File: config.mk
export PLATFORM = sky130hd
export DESIGN_NAME = psw_debounce
export DESIGN_NICKNAME = d
export VERILOG_FILES = /design/src/rtl/psw_pkg.sv /design/src/rtl/psw_debounce_ch.sv /design/src/rtl/psw_debounce.sv
export SDC_FILE = /design/constraint.sdc
export NUM_CORES = 1
export LEC_CHECK = 0
export ABC_CLOCK_PERIOD_IN_PS = 2900
export CORE_ASPECT_RATIO = 1.2
export CORE_UTILIZATION = 56
export CTS_CLUSTER_SIZE = 10
export DETAILED_ROUTE_END_ITERATION = 16
export PLACE_DENSITY = 0.88
export SLEW_MARGIN = 5
export SYNTH_ARGS = -nofsm -noshare
export SYNTH_HDL_FRONTEND = slang
export SYNTH_SLANG_ARGS = --single-unit
export TNS_END_PERCENT = 1
File: constraint.sdc
create_clock -name clk -period 2.9 [get_ports clk]
set_input_delay 0.29 -clock clk [delete_from_list [all_inputs] [get_ports clk]]
set_output_delay 0.29 -clock clk [all_outputs]
set_load 0.005 [all_outputs]
File: src/rtl/psw_pkg.sv
// Shared constants for the push-switch front end.
// Switch bit positions, default debounce timing and a counter-width helper.
package psw_pkg;

    localparam int PSW_N_SW       = 20;
    localparam int PSW_TICK_DIV   = 250000;
    localparam int PSW_STABLE_CNT = 4;

    localparam int SW_STEP = 4;
    localparam int SW_MEM  = 9;
    localparam int SW_IO   = 14;
    localparam int SW_VIEW = 19;

    function automatic int cnt_width(input int n);
        return (n > 1) ? $clog2(n) : 1;
    endfunction

endpackage

File: src/rtl/psw_debounce_ch.sv
// One debounce channel: stability counter, level register
// and registered press/release pulses.
module psw_debounce_ch
    import psw_pkg::*;
#(
    parameter int STABLE_CNT = PSW_STABLE_CNT
) (
    input  logic clk,
    input  logic rst,
    input  logic tick,
    input  logic sample,
    output logic level,
    output logic press,
    output logic rel
);

    localparam int CW = cnt_width(STABLE_CNT);
    localparam logic [CW-1:0] CNT_LAST = CW'(STABLE_CNT - 1);

    logic [CW-1:0] cnt;
    logic          differ;
    logic          accept;

    assign differ = (sample != level);
    assign accept = tick && differ && (cnt == CNT_LAST);

    always_ff @(posedge clk or negedge rst) begin
        if (!rst) begin
            cnt   <= '0;
            level <= 1'b0;
            press <= 1'b0;
            rel   <= 1'b0;
        end else begin
            press <= accept & sample;
            rel   <= accept & ~sample;
            if (tick) begin
                if (!differ) begin
                    cnt <= '0;
                end else if (accept) begin
                    level <= sample;
                    cnt   <= '0;
                end else begin
                    cnt <= cnt + 1'b1;
                end
            end
        end
    end

endmodule

File: src/rtl/psw_debounce.sv
// Push-switch front end: 2-FF synchroniser, shared sample prescaler
// and one debounce channel per switch.
module psw_debounce
    import psw_pkg::*;
#(
    parameter int N_SW       = PSW_N_SW,
    parameter int TICK_DIV   = PSW_TICK_DIV,
    parameter int STABLE_CNT = PSW_STABLE_CNT,
    parameter bit ACTIVE_LOW = 1'b1
) (
    input  logic            clk,
    input  logic            rst,
    input  logic [N_SW-1:0] psw_in,
    output logic [N_SW-1:0] psw_out,
    output logic [N_SW-1:0] psw_level,
    output logic [N_SW-1:0] psw_rel
);

    localparam int PW = cnt_width(TICK_DIV);
    localparam logic [PW-1:0] PRE_LAST = PW'(TICK_DIV - 1);
    localparam logic [N_SW-1:0] IDLE = {N_SW{ACTIVE_LOW}};

    logic [N_SW-1:0] sync_q1;
    logic [N_SW-1:0] sync_q2;
    logic [N_SW-1:0] sample;
    logic [PW-1:0]   pre;
    logic            tick;

    // Flops reset to the released level so reset release is not a press.
    always_ff @(posedge clk or negedge rst) begin
        if (!rst) begin
            sync_q1 <= IDLE;
            sync_q2 <= IDLE;
        end else begin
            sync_q1 <= psw_in;
            sync_q2 <= sync_q1;
        end
    end

    assign sample = sync_q2 ^ IDLE;
    assign tick   = (pre == PRE_LAST);

    always_ff @(posedge clk or negedge rst) begin
        if (!rst) begin
            pre <= '0;
        end else if (tick) begin
            pre <= '0;
        end else begin
            pre <= pre + 1'b1;
        end
    end

    for (genvar i = 0; i < N_SW; i++) begin : g_ch
        psw_debounce_ch #(
            .STABLE_CNT(STABLE_CNT)
        ) u_ch (
            .clk   (clk),
            .rst   (rst),
            .tick  (tick),
            .sample(sample[i]),
            .level (psw_level[i]),
            .press (psw_out[i]),
            .rel   (psw_rel[i])
        );
    end

endmodule
==> Implementation_results.wiki <==
{| class="wikitable"
! Metric !! Value
|-
| Headroom to the max-slew limit || between 20% and 30%
|-
| Transition time of the tightest slew-check pin || roughly 1100 ps
|-
| Router iterations before antenna repair || 4
|-
| Final critical-path share of the clock period || a little under nine tenths
|-
| Area of the mapped netlist || approximately 7000 µm²
|-
| R2R depth || 5
|-
| Master of the slowest instance on the critical path || sky130_fd_sc_hd__or4b_1
|-
| Kind of start point of the critical path || flop
|-
| Cell at the root of the clock tree || sky130_fd_sc_hd__clkbuf_16
|-
| Average cell area after synthesis || roughly 11 µm²
|-
| Highest clock rate || approximately 0.41 GHz
|-
| Number of filler cells placed in the layout || about 830
|-
| Fraction of layout instances using a drive strength above 1 || around 16%
|-
| Flip-flop and latch count after synthesis || 158
|-
| Number of synthesized flops with an enable pin || 0
|-
| Most area-consuming cells after synthesis || sky130_fd_sc_hd__dfrtp_1, sky130_fd_sc_hd__dfstp_2, sky130_fd_sc_hd__o21ai_0
|-
| Chip Height || 124 µm
|-
| Via count of the first global-routing pass || approximately 4,800
|-
| Type of the setup path with the least slack || reg -> reg
|-
| Final routed wirelength across all metal layers || between 10,000 and 15,000 µm
|-
| Number of nets at the end of the flow || 679
|-
| Clock buffer depth || 2
|-
| Count of warnings emitted by yosys || 0
|-
| Via density || roughly 5.7
|-
| Die width || between 100 and 150 µm
|-
| Final std cell area, no fill || roughly 8200 µm²
|-
| Post-placement worst setup slack || 489 ps
|-
| Post CTS Setup Buffer Count || 0
|-
| DRT antenna net count || 0
|-
| # rows || 44
|-
| Pwr per Cell Area || around 580 nW/µm²
|-
| H-Tree Level Count || 4
|-
| Launch instance of the worst register-to-register path || pre[13]
|-
| Gpl congestion || a little under 0.8
|-
| DRT iter0 DRCs || 248
|-
| Post-route clock skew || 8.46 ps
|-
| Proportion of synthesized chip area in sequential cells || 57.2%
|-
| Hold path startpoint || psw_in[17]
|-
| Cell repeated most along the worst path || sky130_fd_sc_hd__nor2_1
|-
| Sink Count || roughly 160
|-
| Reg clk slew, reported paths || approximately 60 ps
|-
| Global-route usage over all layers || 22.9%
|-
| Final max-slew violation count || 0
|-
| Min-Delay Path Depth || 1
|-
| Count of maximum capacitance violations || 0
|-
| Remaining DRCs || 0
|-
| Count of buffers inserted at the top-level ports || between 80 and 90
|-
| Final period demand of the worst path || approximately 2500 ps
|-
| Routed wire per std cell || approximately 16 µm
|-
| Fin Setup TNS || 0 ps
|-
| Largest net degree at the start of global routing || 82
|-
| Unrepaired setup endpoints after global routing || no
|-
| Core ar. || between 10,000 and 15,000 µm²
|-
| Required time at the endpoint of the critical path || ~3200 ps
|-
| Clock tree from TritonCTS || done
|-
| Number of failing hold endpoints at the final stage || 0
|-
| Leak Pwr || about 3.4 nW
|-
| Congestion Overflow GR || 0
|-
| Run status || completed
|-
| PostCTS Resize Cnt || 0
|-
| Synth area leader || sky130_fd_sc_hd__dfrtp_1
|-
| Setup WS post-layout || approximately 430 ps
|-
| Number of primary I/O pins || between 80 and 90
|-
| Cell area after placement || 7500 µm²
|-
| Data arrival time of the critical path || roughly 2700 ps
|-
| Fraction of synthesized cell area taken by the top area cell type || a little over two fifths
|-
| Async S/R FF share, synth || between 90% and 100%
|-
| Initial Util || 57.5%
|-
| Final number of setup-violating endpoints || 0
|-
| Worst-Skew Late Latency || 420 ps
|-
| Num CTS Buffers || 17
|-
| Worst Hold Endpoint || sync_q1[17]
|-
| Worst Setup End Kind || flop
|-
| Dpl hpwl || between 7000 and 8000 µm
|-
| Ys flop type || sky130_fd_sc_hd__dfrtp_1
|-
| Die Outline Area || between 10,000 and 15,000 µm²
|-
| Classification of the worst-slack hold path || in -> reg
|-
| Number of antenna violations at the first check in global routing || 0
|-
| Chain of cells forming the critical path || or4b_1 -> or3_4 -> buf_4 -> nor2_1 -> nor2_1
|-
| Wire length of the first global-routing pass || 23,300 µm
|-
| CP Max Fanout || 75
|-
| Critical register-to-register path endpoint || pre[7]
|-
| Stage delay of the slowest cell on the critical path || between 500 and 600 ps
|-
| Syn nets || 657
|-
| Setup slack, reg-to-reg || 430 ps
|-
| Total via count after detailed routing || between 4,000 and 5,000
|-
| Cell count after synthesis || 614
|-
| Count of unique library cells instantiated by Yosys || 36
|-
| Final total power || ~4.8 mW
|-
| Antenna Diode Count || 0
|-
| Area growth from synthesis to final layout || 16.7%
|-
| Max IR drop VDD || about 0.00033 V
|}
[critical path, delay by kind of cell (launching register included)]
family,cells,cell delay (ps)
flops,1,420
buf+inv,1,340
simple gates,4,1540
[report_power, final]
group,total (mW),internal [mW],switching [mW]
combinational,0.0973,0.0406,0.0568
sequential,2.29,2.26,0.0281
clock,2.39,1.51,0.873
[per-layer routing]
layer | wire length (µm) | up-vias | global-route usage [%]
met3 | 618 | 26 | 5.76
met1 | 5180 | 2311 | 26.9
li1 | - | 2106 | -
met2 | 7100 | 136 | 39.9
met4 | 317 | 0 | 9.66
met5 | 0 | - | 0
[area by class of cell]
| type | instances | area (µm²) | share of cell area [%] |
|---|---|---|---|
| clock inverters | 12 | 183 | 2.24 |
| multi-input cells | 363 | 2400 | 29.4 |
| flip-flops and latches | 158 | 4000 | 49.0 |
| clock buffers | 20 | 467 | 5.72 |
| well taps | 161 | 201 | 2.47 |
| repair buffers | 88 | 880 | 10.8 |
| inverters | 8 | 30.0 | 0.368 |
[logic make-up (layout without fill, tap and decap cells)]
logic type | Yosys count | after routing | synth area share [%]
mux | 3 | 3 | 0.429
flops | 158 | 158 | 57.2
simple gates | 187 | 187 | 16.6
buf+inv | 93 | 128 | 8.66
fa+ha+maj | 21 | 21 | 3.76
compound gates | 119 | 119 | 9.17
xor+xnor | 33 | 33 | 4.13
[sequential cells by signal, indices dropped and copies added (netlist names)]
signal	flops
g_ch.u_ch.cnt	40
g_ch.u_ch.level	20
sync_q2	20
g_ch.u_ch.press	20
pre	18
g_ch.u_ch.rel	20
sync_q1	20
[worst max-delay path by stage]
stage	start	endpoint	depth (start not counted)
after CTS	pre[13]	pre[7]	5
after detailed placement	pre[13]	pre[12]	5
after global placement	pre[13]	pre[7]	5
after floorplan	pre[13]	g_ch[16].u_ch.press	6
after global routing	pre[8]	pre[16]	5
final	pre[13]	pre[7]	5
[synthesized netlist by cell type (2+ instances only)]
| cell type | count |
|---|---|
| sky130_fd_sc_hd__xor2_1 | 5 |
| sky130_fd_sc_hd__nand4_1 | 4 |
| sky130_fd_sc_hd__inv_1 | 8 |
| sky130_fd_sc_hd__nor4b_4 | 12 |
| sky130_fd_sc_hd__o31ai_1 | 17 |
| sky130_fd_sc_hd__mux2i_1 | 3 |
| sky130_fd_sc_hd__dfrtp_1 | 118 |
| sky130_fd_sc_hd__clkbuf_1 | 22 |
| sky130_fd_sc_hd__and2_1 | 3 |
| sky130_fd_sc_hd__nor4b_2 | 7 |
| sky130_fd_sc_hd__buf_4 | 60 |
| sky130_fd_sc_hd__nand3_1 | 46 |
| sky130_fd_sc_hd__a21oi_1 | 3 |
| sky130_fd_sc_hd__nor3_1 | 2 |
| sky130_fd_sc_hd__nor4_1 | 4 |
| sky130_fd_sc_hd__dfstp_2 | 40 |
| sky130_fd_sc_hd__nor2_1 | 51 |
| sky130_fd_sc_hd__nand2_1 | 46 |
| sky130_fd_sc_hd__ha_1 | 21 |
| sky130_fd_sc_hd__xnor2_1 | 28 |
| sky130_fd_sc_hd__o21ai_0 | 98 |
| sky130_fd_sc_hd__buf_6 | 2 |
[stage by stage]
step / utilization, % / hold slack [ps] / cells
final: 67.1 / 272 / 810
after global routing: 67.1 / 259 / 810
after CTS: 67.1 / 260 / 810
after detailed placement: 61.7 / 314 / 777
after global placement: 61.7 / 301 / 777
after floorplan: - / -5.59 / 614
[what timing repair did]
| action | in CTS | in global routing |
|---|---|---|
| hold endpoints to repair | 45 | 0 |
| setup endpoints to repair | 0 | 0 |
| hold buffers | 1 | 0 |
[cells in the final DEF, fill, tap and decap left out, drive strengths merged, types with 2 or more instances in the layout]
cell,count
clkdlybuf4s50,80
nor4,5
ha,21
o31ai,17
nor2,51
and2,3
or3,2
nor4b,20
mux2i,3
clkbuf,20
dfrtp,118
o21ai,98
clkinv,4
dfstp,40
buf,7
xor2,5
bufinv,4
inv,9
xnor2,28
a21oi,3
nand4,4
clkinvlp,3
nand3,46
nor3,2
nand2,47
No activity file was read; power rests on OpenSTA's default activity.
